$ cat src/rtl/ycr_cclk_pkg.sv
// Shared types for the N-channel core-clock gate controller.
package ycr_cclk_pkg;

  typedef enum logic [1:0] {
    CCLK_ON       = 2'd0,
    CCLK_OFF      = 2'd1,
    CCLK_AUTO     = 2'd2,
    CCLK_AUTO_HYS = 2'd3
  } cclk_mode_e;

  typedef enum logic [1:0] {
    ST_RUN       = 2'd0,
    ST_IDLE_WAIT = 2'd1,
    ST_GATED     = 2'd2,
    ST_WAKE      = 2'd3
  } cclk_state_e;

endpackage

$ cat src/rtl/ctech_clk_gate.sv
// Behavioural integrated clock gate: enable latched while CLK is low, glitch-free GCLK.
module ctech_clk_gate (
  input  logic GATE,
  input  logic CLK,
  output logic GCLK
);

  logic en_lat;

  always_latch begin
    if (!CLK) en_lat <= GATE;
  end

  assign GCLK = CLK & en_lat;

endmodule

$ cat src/rtl/ycr_cclk_gate_chan.sv
// One gated clock channel: mode handling, auto-gating FSM with shared idle/wake counter, and ICG.
module ycr_cclk_gate_chan
  import ycr_cclk_pkg::*;
#(
  parameter int CNT_W    = 8,
  parameter int WAKE_CYC = 4
) (
  input  logic             clk_i,
  input  logic             rst_n_i,
  input  cclk_mode_e       mode_i,
  input  logic [CNT_W-1:0] idle_thr_i,
  input  logic             dst_idle_i,
  input  logic             wake_any_i,
  output logic             wakeup_o,
  output logic             clk_enb_o,
  output logic             ch_gated_o,
  output logic             gclk_o
);

  localparam logic [CNT_W-1:0] WAKE_LAST = CNT_W'(WAKE_CYC - 1);

  cclk_state_e      state_q, state_d;
  logic [CNT_W-1:0] cnt_q, cnt_d;
  logic [CNT_W-1:0] cnt_inc;
  logic [CNT_W-1:0] thr_last;
  logic             enb_q, enb_d;
  logic             gate_now;

  always_ff @(posedge clk_i or negedge rst_n_i) begin
    if (!rst_n_i) begin
      state_q <= ST_RUN;
      cnt_q   <= '0;
      enb_q   <= 1'b1;
    end else begin
      state_q <= state_d;
      cnt_q   <= cnt_d;
      enb_q   <= enb_d;
    end
  end

  // Counter saturates at all-ones; a zero threshold degenerates to immediate gating.
  assign cnt_inc  = (cnt_q == '1) ? cnt_q : cnt_q + 1'b1;
  assign thr_last = idle_thr_i - 1'b1;
  assign gate_now = (mode_i == CCLK_AUTO) || (idle_thr_i == '0);

  always_comb begin
    state_d = state_q;
    cnt_d   = cnt_q;
    case (mode_i)
      CCLK_ON: begin
        state_d = ST_RUN;
        cnt_d   = '0;
      end
      CCLK_OFF: begin
        state_d = ST_GATED;
        cnt_d   = '0;
      end
      default: begin
        case (state_q)
          ST_RUN: begin
            if (dst_idle_i && !wake_any_i) begin
              state_d = gate_now ? ST_GATED : ST_IDLE_WAIT;
              cnt_d   = '0;
            end
          end
          ST_IDLE_WAIT: begin
            if (!dst_idle_i || wake_any_i) begin
              state_d = ST_RUN;
              cnt_d   = '0;
            end else if (gate_now || (cnt_q >= thr_last)) begin
              state_d = ST_GATED;
              cnt_d   = '0;
            end else begin
              cnt_d = cnt_inc;
            end
          end
          ST_GATED: begin
            if (wake_any_i) begin
              state_d = ST_WAKE;
              cnt_d   = '0;
            end
          end
          ST_WAKE: begin
            // Fixed run window; further wakes and idle are ignored until it expires.
            if (cnt_q >= WAKE_LAST) begin
              state_d = ST_RUN;
              cnt_d   = '0;
            end else begin
              cnt_d = cnt_inc;
            end
          end
        endcase
      end
    endcase
  end

  assign enb_d      = (state_d != ST_GATED);
  assign clk_enb_o  = enb_q;
  assign ch_gated_o = (state_q == ST_GATED);
  assign wakeup_o   = (state_q == ST_WAKE);

  ctech_clk_gate u_icg (
    .GATE (enb_q),
    .CLK  (clk_i),
    .GCLK (gclk_o)
  );

endmodule

$ cat src/rtl/ycr_cclk_gate_ctrl_n.sv
// N-channel core-clock gate controller: wake synchroniser, per-channel wake masking, channel array.
module ycr_cclk_gate_ctrl_n
  import ycr_cclk_pkg::*;
#(
  parameter int NCH      = 4,
  parameter int WAKE_W   = 3,
  parameter int CNT_W    = 8,
  parameter int WAKE_CYC = 4
) (
  input  logic                  core_clk_int,
  input  logic                  rst_n,
  input  logic [2*NCH-1:0]      ch_mode,
  input  logic [CNT_W*NCH-1:0]  ch_idle_thr,
  input  logic [WAKE_W*NCH-1:0] ch_wake_mask,
  input  logic [NCH-1:0]        dst_idle,
  input  logic [NCH-1:0]        src_req,
  input  logic [WAKE_W-1:0]     wake_src,
  output logic [NCH-1:0]        wakeup,
  output logic [NCH-1:0]        clk_enb,
  output logic [NCH-1:0]        ch_gated,
  output logic [NCH-1:0]        gclk
);

  logic [WAKE_W-1:0] wake_meta_q, wake_sync_q;
  logic [NCH-1:0]    wake_any;

  always_ff @(posedge core_clk_int or negedge rst_n) begin
    if (!rst_n) begin
      wake_meta_q <= '0;
      wake_sync_q <= '0;
    end else begin
      wake_meta_q <= wake_src;
      wake_sync_q <= wake_meta_q;
    end
  end

  for (genvar gi = 0; gi < NCH; gi++) begin : g_ch
    assign wake_any[gi] = (|(wake_sync_q & ch_wake_mask[gi*WAKE_W +: WAKE_W])) | src_req[gi];

    ycr_cclk_gate_chan #(
      .CNT_W    (CNT_W),
      .WAKE_CYC (WAKE_CYC)
    ) u_chan (
      .clk_i      (core_clk_int),
      .rst_n_i    (rst_n),
      .mode_i     (cclk_mode_e'(ch_mode[2*gi +: 2])),
      .idle_thr_i (ch_idle_thr[gi*CNT_W +: CNT_W]),
      .dst_idle_i (dst_idle[gi]),
      .wake_any_i (wake_any[gi]),
      .wakeup_o   (wakeup[gi]),
      .clk_enb_o  (clk_enb[gi]),
      .ch_gated_o (ch_gated[gi]),
      .gclk_o     (gclk[gi])
    );
  end

endmodule
$ cat config.mk
export PLATFORM = sky130hd
export DESIGN_NAME = ycr_cclk_gate_ctrl_n
export DESIGN_NICKNAME = d
export VERILOG_FILES = /design/src/rtl/ycr_cclk_pkg.sv /design/src/rtl/ctech_clk_gate.sv /design/src/rtl/ycr_cclk_gate_chan.sv /design/src/rtl/ycr_cclk_gate_ctrl_n.sv
export SDC_FILE = /design/constraint.sdc
export NUM_CORES = 1
export LEC_CHECK = 0
export ABC_AREA = 1
export BUFFER_PORTS_ARGS = -buffer_cell sky130_fd_sc_hd__buf_2
export CORE_UTILIZATION = 25
export CTS_CLUSTER_SIZE = 40
export DETAILED_ROUTE_END_ITERATION = 10
export PLACE_DENSITY_LB_ADDON = 0.2
export SYNTH_ARGS = -nofsm -noshare
export SYNTH_HDL_FRONTEND = slang
export SYNTH_SLANG_ARGS = --single-unit
export TNS_END_PERCENT = 5
$ cat constraint.sdc
create_clock -name core_clk_int -period 1.76 [get_ports core_clk_int]
set_input_delay 0.352 -clock core_clk_int [delete_from_list [all_inputs] [get_ports core_clk_int]]
set_output_delay 0.352 -clock core_clk_int [all_outputs]
set_load 0.05 [all_outputs]
Word-level counts from Yosys, hierarchy flattened

Index checks and enable logic that the tools add are counted.

Bitwise operators: 12
$add $sub $neg: 8
Reduce and logical (&&, ||, !) cells: 48
Magnitude comparators: 8
Equality and inequality tests: 36
Muxes and demuxes: 68

Operators by type and width:

| cell                | number |
|---|---|
| $mux 8              | 28 |
| $pmux 8 s4          | 4 |
| $mux 2              | 24 |
| $add 8x1->8 const B | 4 |
| $eq 8x8->1 const B  | 4 |
| $ge 8x2->1 const B  | 4 |
| $ge 8x8->1          | 4 |
| $logic_not 8->1     | 4 |
| $pmux 2 s4          | 4 |
| $sub 8x1->8 const B | 4 |
| $eq 2x2->1 const B  | 12 |
| $ne 3x2->1 const B  | 8 |
| $eq 2x1->1 const B  | 8 |
| $logic_not 2->1     | 8 |
| $pmux 2 s2          | 4 |
| $and 3x3->3         | 4 |
| $logic_or 1x1->1    | 12 |
| $reduce_or 3->1     | 4 |
| $logic_not 1->1     | 8 |
| $ne 2x2->1 const B  | 4 |
| $reduce_and 2->1    | 4 |
| $reduce_or 2->1     | 4 |
| $and 1x1->1         | 4 |
| $logic_and 1x1->1   | 4 |
| 2 further kinds     | 8 |

Bits in latches: 4
Bits in registers: 50

Logic depth before layout (Yosys ltp)

Gate-level depths: netlist of the first run.

Depth after elaboration: 9
Gate-level depth with buffers: 17
Gate-level depth less buffers: 17

By module

A second synthesis of the first run with hierarchy kept.

Cells, all modules: 708
Area total of the unflattened synthesis: 4,800.9 µm²

Modules (own cells, without submodules):

| module                                  | cells an instance | area each (µm²) | seq. area each (µm²) | times used |
|---|---|---|---|---|
| ycr_cclk_gate_chan (g_ch[0].u_chan ...) | 166               | 1,103.6         | 276.5                | 2 |
| ycr_cclk_gate_chan (g_ch[3].u_chan)     | 165               | 1,137.3         | 276.5                | 1 |
| ycr_cclk_gate_chan (g_ch[1].u_chan)     | 169               | 1,121.1         | 276.5                | 1 |
| ycr_cclk_gate_ctrl_n                    | 30                | 245.2           | 150.1                | 1 |
| ctech_clk_gate                          | 3                 | 22.5            | 0.0                  | 4 |

==> key figures, run 1 <==
Run status
  – Status: finished with violations
  – Failing checks: setup timing

Global route
  – Total GRT Usage: 13.52%
  – Largest net degree at the start of global routing: 51
  – Vias in the first global route: 4648
  – Initial antenna violation count: 0
  – Congestion Overflow GR: 0
  – First-pass GRT wire length: 21560 microns

Clock tree
  – Post-CTS setup buffer count: 0
  – TritonCTS clock tree: yes
  – Clk_lat worst skew: 0.41 ns
  – Clock transition at path regs: 0.07 ns

Critical path
  – Worst reg2reg startpoint: g_ch[2].u_chan.cnt_q[0]
  – Critical-path top delay cell: dlxtn_1
  – Worst Path Arrival: 1.98 ns
  – Critical path cell sequence: nand2_1 > inv_2 > buf_8
  – Crit path max-delay family: latches
  – Critical Path Start Type: latch
  – CP required: 1.41 ns
  – R2r setup slk: 0.10 ns
  – Max FO, Critical Path: 1
  – Reg2reg end: g_ch[2].u_chan.cnt_q[1]
  – Critical path class: latch to output pin
  – Kind of end point of the critical path: output pin
  – R2r worst-path depth: 9
  – CP max stage delay: 0.39 ns
  – Worst path buffer plus inverter count: 2

Routing
  – Via count of the routed design: 4923
  – Via density: 4.211
  – WL per Instance: 11.18 microns
  – Starting DRT DRC Count: 215
  – Final wirelength: 13060 microns
  – Antenna-violating nets left: 0
  – Drt first pass iters: 4
  – Drt drc: 0

STA
  – Sum of negative setup slack: -3.198 ns
  – Final-report setup violation count: 25
  – Tightest Pin Transition: 0.3523 ns
  – Slew headroom: 76.34%
  – Setup ws final: -0.5683 ns
  – Max-slew violations: 0
  – Final Hold Fails: 0
  – Worst hold slack: 0.04463 ns
  – RSZ-0062 raised after global routing: true
  – Clock Skew: 0.009353 ns

Floorplanning
  – Initial core utilization: 25.70%
  – Die height: 143.9 microns
  – Die Width: 143.9 microns
  – # IOs: 81
  – Placement row count: 51
  – Die ar.: 0.02071 sq mm
  – Core area: 0.01959 sq mm

Place
  – HPWL after DPL: 10360 microns
  – Placed Cells incl. Taps: 1155
  – Gpl congestion: 0.8191
  – Port Buf Inserts: 80
  – Worst slack, placed: -0.6377 ns
  – Cell Area, Placed: 0.006221 sq mm

Layout
  – Area grow syn2layout: 32.65%
  – Non-filler instance count after layout: 1169
  – Fin nets: 1011
  – Finished Cell Area: 0.006679 sq mm
  – Layout cells sized above 1: 28.98%
  – Ant. Diodes: 0

Power
  – Leakage dissipation: 0.003631 uW
  – PD cells: 735.2 mW/mm^2
  – Peak supply drop: 344.0 uV

Synth
  – Yosys cell types: 35
  – Synth area leader: dfrtp_1
  – Most common cell in the netlist: nand2_1
  – Number of synthesized flops with an enable pin: 0
  – Most used DFF post-synth: dfrtp_1
  – Syn. warnings: 0
  – Avg Inst Size Synth: 6.695 sq um
  – Share of the synthesized area in the top cell type: 22.86%
  – List of most frequent post-synthesis cells: nand2_1 (216), inv_1 (113), nor2_1 (69)
  – Synthesized area: 0.005035 sq mm
  – Synth area leaders: dfrtp_1 (23%), nand2_1 (16%), ha_1 (11%)
  – Yosys reg bits: 54
  – Asr flop ratio synth: 92.59%
  – Synthesized Nets: 861
  – Syn Inst Count: 752

Hold path
  – Cells on Worst Hold Path: 1
  – Hold WC Path Type: input pin to register
  – Hold endpoint: wake_meta_q[0]
  – Worst Hold Launch: wake_src[0]

Flow run
  – Max-cap violations: 0
[metal layers]
metal  up-vias  share of wire, %  wire length (microns)  track usage, %
li1       2658                 -                      -               -
met1      2161                47                   6097           16.85
met3        25               4.1                    539           3.765
met4         0               2.3                    296           5.767
met2        79                47                   6131           21.69
met5         -                 0                      0               0
[cells in the final DEF (no fill, tap or decap), types with 4 or more instances in the layout]
master and n:
a21oi_1 25, buf_2 73, buf_4 77, clkbuf_16 9
dfrtp_1 46, dfstp_2 4, ha_1 42, inv_1 108
inv_2 13, nand2_1 208, nand2_2 19, nand2_4 6
nand3_1 54, nand3_2 9, nand4_1 13, nor2_1 65
nor2_2 8, nor2_4 9, nor3_1 10, nor3_2 7
o21ai_0 14, o21ai_2 8, o21bai_1 4, or2_1 7
xnor2_1 10, xor2_1 23
[state kept, by name, indices dropped and copies added (netlist names)]
register                  count
g_ch.u_chan.clk_enb_o         4
g_ch.u_chan.cnt_q            32
g_ch.u_chan.u_icg.en_lat      4
wake_meta_q                   3
wake_sync_q                   3
g_ch.u_chan.state_q           8
[worst max path at each step]
| stage | from | end | slack [ns] | cells after the start |
|---|---|---|---|---|
| finish | g_ch[0].u_chan.u_icg.en_lat | gclk[0] | -0.57 | 3 |
| detailed placement | ch_idle_thr[2] | g_ch[0].u_chan.cnt_q[7] | -0.64 | 14 |
| CTS | g_ch[1].u_chan.u_icg.en_lat | gclk[1] | -0.59 | 3 |
| global placement | ch_idle_thr[2] | g_ch[0].u_chan.cnt_q[5] | -0.64 | 14 |
| global route | g_ch[1].u_chan.u_icg.en_lat | gclk[1] | -0.63 | 3 |
| floorplan | ch_idle_thr[2] | g_ch[0].u_chan.cnt_q[6] | -0.37 | 13 |
[stage by stage]
stage          util, %  power [uW]
6_report         34.09        4911
5_1_grt          34.09        5280
4_1_cts          33.56        4984
3_5_place_dp     31.76        3036
3_3_place_gp     31.76        3037
2_1_floorplan        -        2688
[power breakdown]
group,internal [uW],total [uW],switching (uW)
registers,1320,1420,91.2
clock network,1260,2240,984
logic,473,1250,780
[layout make-up]
class                   count  area, sq um
clock inverters             7        58.81
well taps                 265        331.6
multi-input cells         559         3276
fillers                  2208        12910
repair buffers            152        973.4
inverters                 118        444.2
clock buffers              14        277.8
flip-flops and latches     54         1318
[cell families after synthesis]
family                     Yosys count  share of synthesized area (%)
adders and majority gates           44                          10.93
DFF                                 50                          24.95
buffers and inverters              139                          11.73
latches                              4                          1.193
and+or+nand+nor                    423                          38.69
AOI/OAI and AO/OA                   59                          6.760
xor gates and xnor gates            33                          5.740
[timing repair]
item / CTS / global route
hold buffers: 1 / 0
gates resized for setup: 18 / 35
hold endpoints to repair: 46 / 0
gates cloned: 0 / 0
pin swaps: 12 / 8
endpoints found under the setup margin: 51 / 55
Note: power is estimated with default switching activity, not from simulation.
==> inputs of run 2 (changes only) <==
==> constraint.sdc (replaced) <==
create_clock -name core_clk_int -period 2 [get_ports core_clk_int]
set_input_delay 0.4 -clock core_clk_int [delete_from_list [all_inputs] [get_ports core_clk_int]]
set_output_delay 0.4 -clock core_clk_int [all_outputs]
set_load 0.05 [all_outputs]
==> key figures, run 2 (synthesis gave the netlist of run 1 again) <==
STA
  – RSZ-0062 raised after global routing: true
  – Slew headroom: 77.02% (+0.68 points)
  – Clock Skew: 0.008492 ns (-0.0008608 ns)
  – Final Hold Fails: 0 (unchanged)
  – Tightest Pin Transition: 0.3416 ns (-0.01069 ns)
  – Max-slew violations: 0 (unchanged)
  – Sum of negative setup slack: -1.967 ns (+1.231 ns)
  – Final-report setup violation count: 8 (-68%)
  – Setup ws final: -0.5001 ns (+0.06828 ns)

Power
  – Peak supply drop: 402.7 uV (+17%)
  – PD cells: 659.5 mW/mm^2 (-10%)
  – Leakage dissipation: 0.003509 uW (-3.4%)
  – Overall Power: 4257 uW (-13%)

Layout
  – Final core occ: 32.95% (-1.1 points)
  – Most common cell after layout, fill and taps aside: nand2_1
  – Most flops, register: g_ch.u_chan.cnt_q
  – Non-filler instance count after layout: 1147 (-1.9%)
  – Most frequent cells in the layout: nand2_1 (213), inv_1 (110), buf_2 (76)
  – Area grow syn2layout: 28.21%
  – Largest regs: g_ch.u_chan.cnt_q: 32 flops, g_ch.u_chan.state_q: 8 flops
  – Filler cells: 2174 (-1.5%)
  – Max reg flops: 32 (unchanged)
  – Ant. Diodes: 0 (unchanged)
  – Layout cells sized above 1: 25.85% (-3.1 points)
  – Fin nets: 989 (-2.2%)

Critical path
  – CP required: 1.60 ns (+0.19 ns)
  – Crit path max-delay family: latches
  – Worst Path Arrival: 2.10 ns (+0.12 ns)
  – Max FO, Critical Path: 1 (unchanged)
  – Critical path class: latch to output pin
  – Critical path cell sequence: nand2_1 > inv_1 > buf_6
  – Kind of end point of the critical path: output pin
  – CP max stage delay: 0.39 ns (about the same)
  – Critical Path Start Type: latch
  – Worst path buffer plus inverter count: 2 (unchanged)
  – Critical-path top delay cell: dlxtn_1

Global route
  – Largest net degree at the start of global routing: 51 (unchanged)
  – Initial antenna violation count: 0 (unchanged)
  – Vias in the first global route: 4475 (-3.7%)
  – Congestion Overflow GR: 0 (unchanged)
  – Total GRT Usage: 13.09% (-0.43 points)
  – First-pass GRT wire length: 20820 microns (-3.5%)

Floorplanning
  – Die height: 143.9 microns (unchanged)
  – Core area: 0.01959 sq mm (unchanged)
  – Initial core utilization: 25.70% (unchanged)
  – Die Width: 143.9 microns (unchanged)
  – Die ar.: 0.02071 sq mm (unchanged)
  – Placement row count: 51 (unchanged)
  – # IOs: 81 (unchanged)

Routing
  – Met2 WL: 5984 microns (-2.4%)
  – Drt first pass iters: 4 (unchanged)
  – Drt drc: 0 (unchanged)
  – Metal3 WL: 458 microns (-15%)
  – Starting DRT DRC Count: 198 (-7.9%)
  – Final wirelength: 12810 microns (-2.0%)
  – Max Used Layer: met4
  – Via count of the routed design: 4817 (-2.2%)
  – Antenna-violating nets left: 0 (unchanged)
  – WL per Instance: 11.17 microns (about the same)
  – Via density: 4.200 (-0.28%)
  – Wl on met1: 6116 microns (+0.31%)

Place
  – HPWL after DPL: 10130 microns (-2.2%)
  – Gpl congestion: 0.8100 (-1.1%)
  – Placed Cells incl. Taps: 1133 (-1.9%)
  – Worst slack, placed: -0.4461 ns (+0.1917 ns)
  – Port Buf Inserts: 80 (unchanged)

Clock tree
  – Clock transition at path regs: 0.07 ns (about the same)
  – TritonCTS clock tree: yes
  – Clk_lat worst skew: 0.41 ns (about the same)

Run status
  – Failing checks: setup timing
  – Status: finished with violations

Flow run
  – Max-cap violations: 0 (unchanged)

Hold path
  – Hold WC Path Type: input pin to register
-- run 2: cell types whose count changed in the layout (fill, tap and decap cells not counted), sizes merged --
cell	delta
buf	-22
clkbuf	+2
clkinv	-1
inv	-1
-- run 2: worst register-to-register path, delay by kind of cell, from the launching register on --
kind | cells | cell delay [ns]
buf+inv | 1 | 0.15
flops | 1 | 0.45
simple gates | 9 | 0.69
fa+ha+maj | 1 | 0.34
-- run 2: worst paths after layout --
kind / startpoint / to / slack, ns / cells after the start
max: g_ch[2].u_chan.u_icg.en_lat / gclk[2] / -0.50 / 3
min: wake_src[1] / wake_meta_q[1] / 0.09 / 1
min reg2reg: wake_meta_q[2] / wake_sync_q[2] / 0.35 / 0
max reg2reg: g_ch[3].u_chan.cnt_q[1] / g_ch[3].u_chan.clk_enb_o / 0.32 / 11
min in group asynchronous: rst_n / g_ch[1].u_chan.cnt_q[1] / 0.51 / 3
max in group asynchronous: rst_n / g_ch[0].u_chan.clk_enb_o / 1.19 / 3
-- run 2: cell type report --
class                      instances  area (sq um)  share of cell area [%]
clock buffer                      16         289.0                   4.478
clock inverter                     5         45.04                  0.6978
inverter                         118         444.2                   6.881
multi-input combinational        559          3227                   49.99
sequential                        54          1318                   20.41
tap                              265         331.6                   5.137
timing repair buffer             130         800.8                   12.41
-- run 2: layer usage --
layer	up-vias	track usage, %
met3	20	3.132
met2	76	21.69
met5	-	0
li1	2614	-
met4	0	5.991
met1	2107	15.95
-- run 2: report_power, final --
part	internal [uW]	switching (uW)
combinational	376	669
sequential	1170	84.8
clock	1120	844
-- run 2: repair_timing --
| item | 4_1_cts | 5_1_grt |
|---|---|---|
| setup buffers | 0 | 0 |
| resized for setup | 10 | 25 |
| hold buffers | 1 | 0 |
| hold endpoints to repair | 46 | 0 |
| pin swaps | 3 | 13 |
| setup endpoints to repair | 15 | 52 |
-- run 2: stage by stage --
step	hold slack, ns	area, sq um
3_5_place_dp	0.3362	6056
4_1_cts	0.07054	6367
5_1_grt	0.06503	6455
2_1_floorplan	0.1044	5045
6_report	0.08881	6455
3_3_place_gp	0.3333	6056
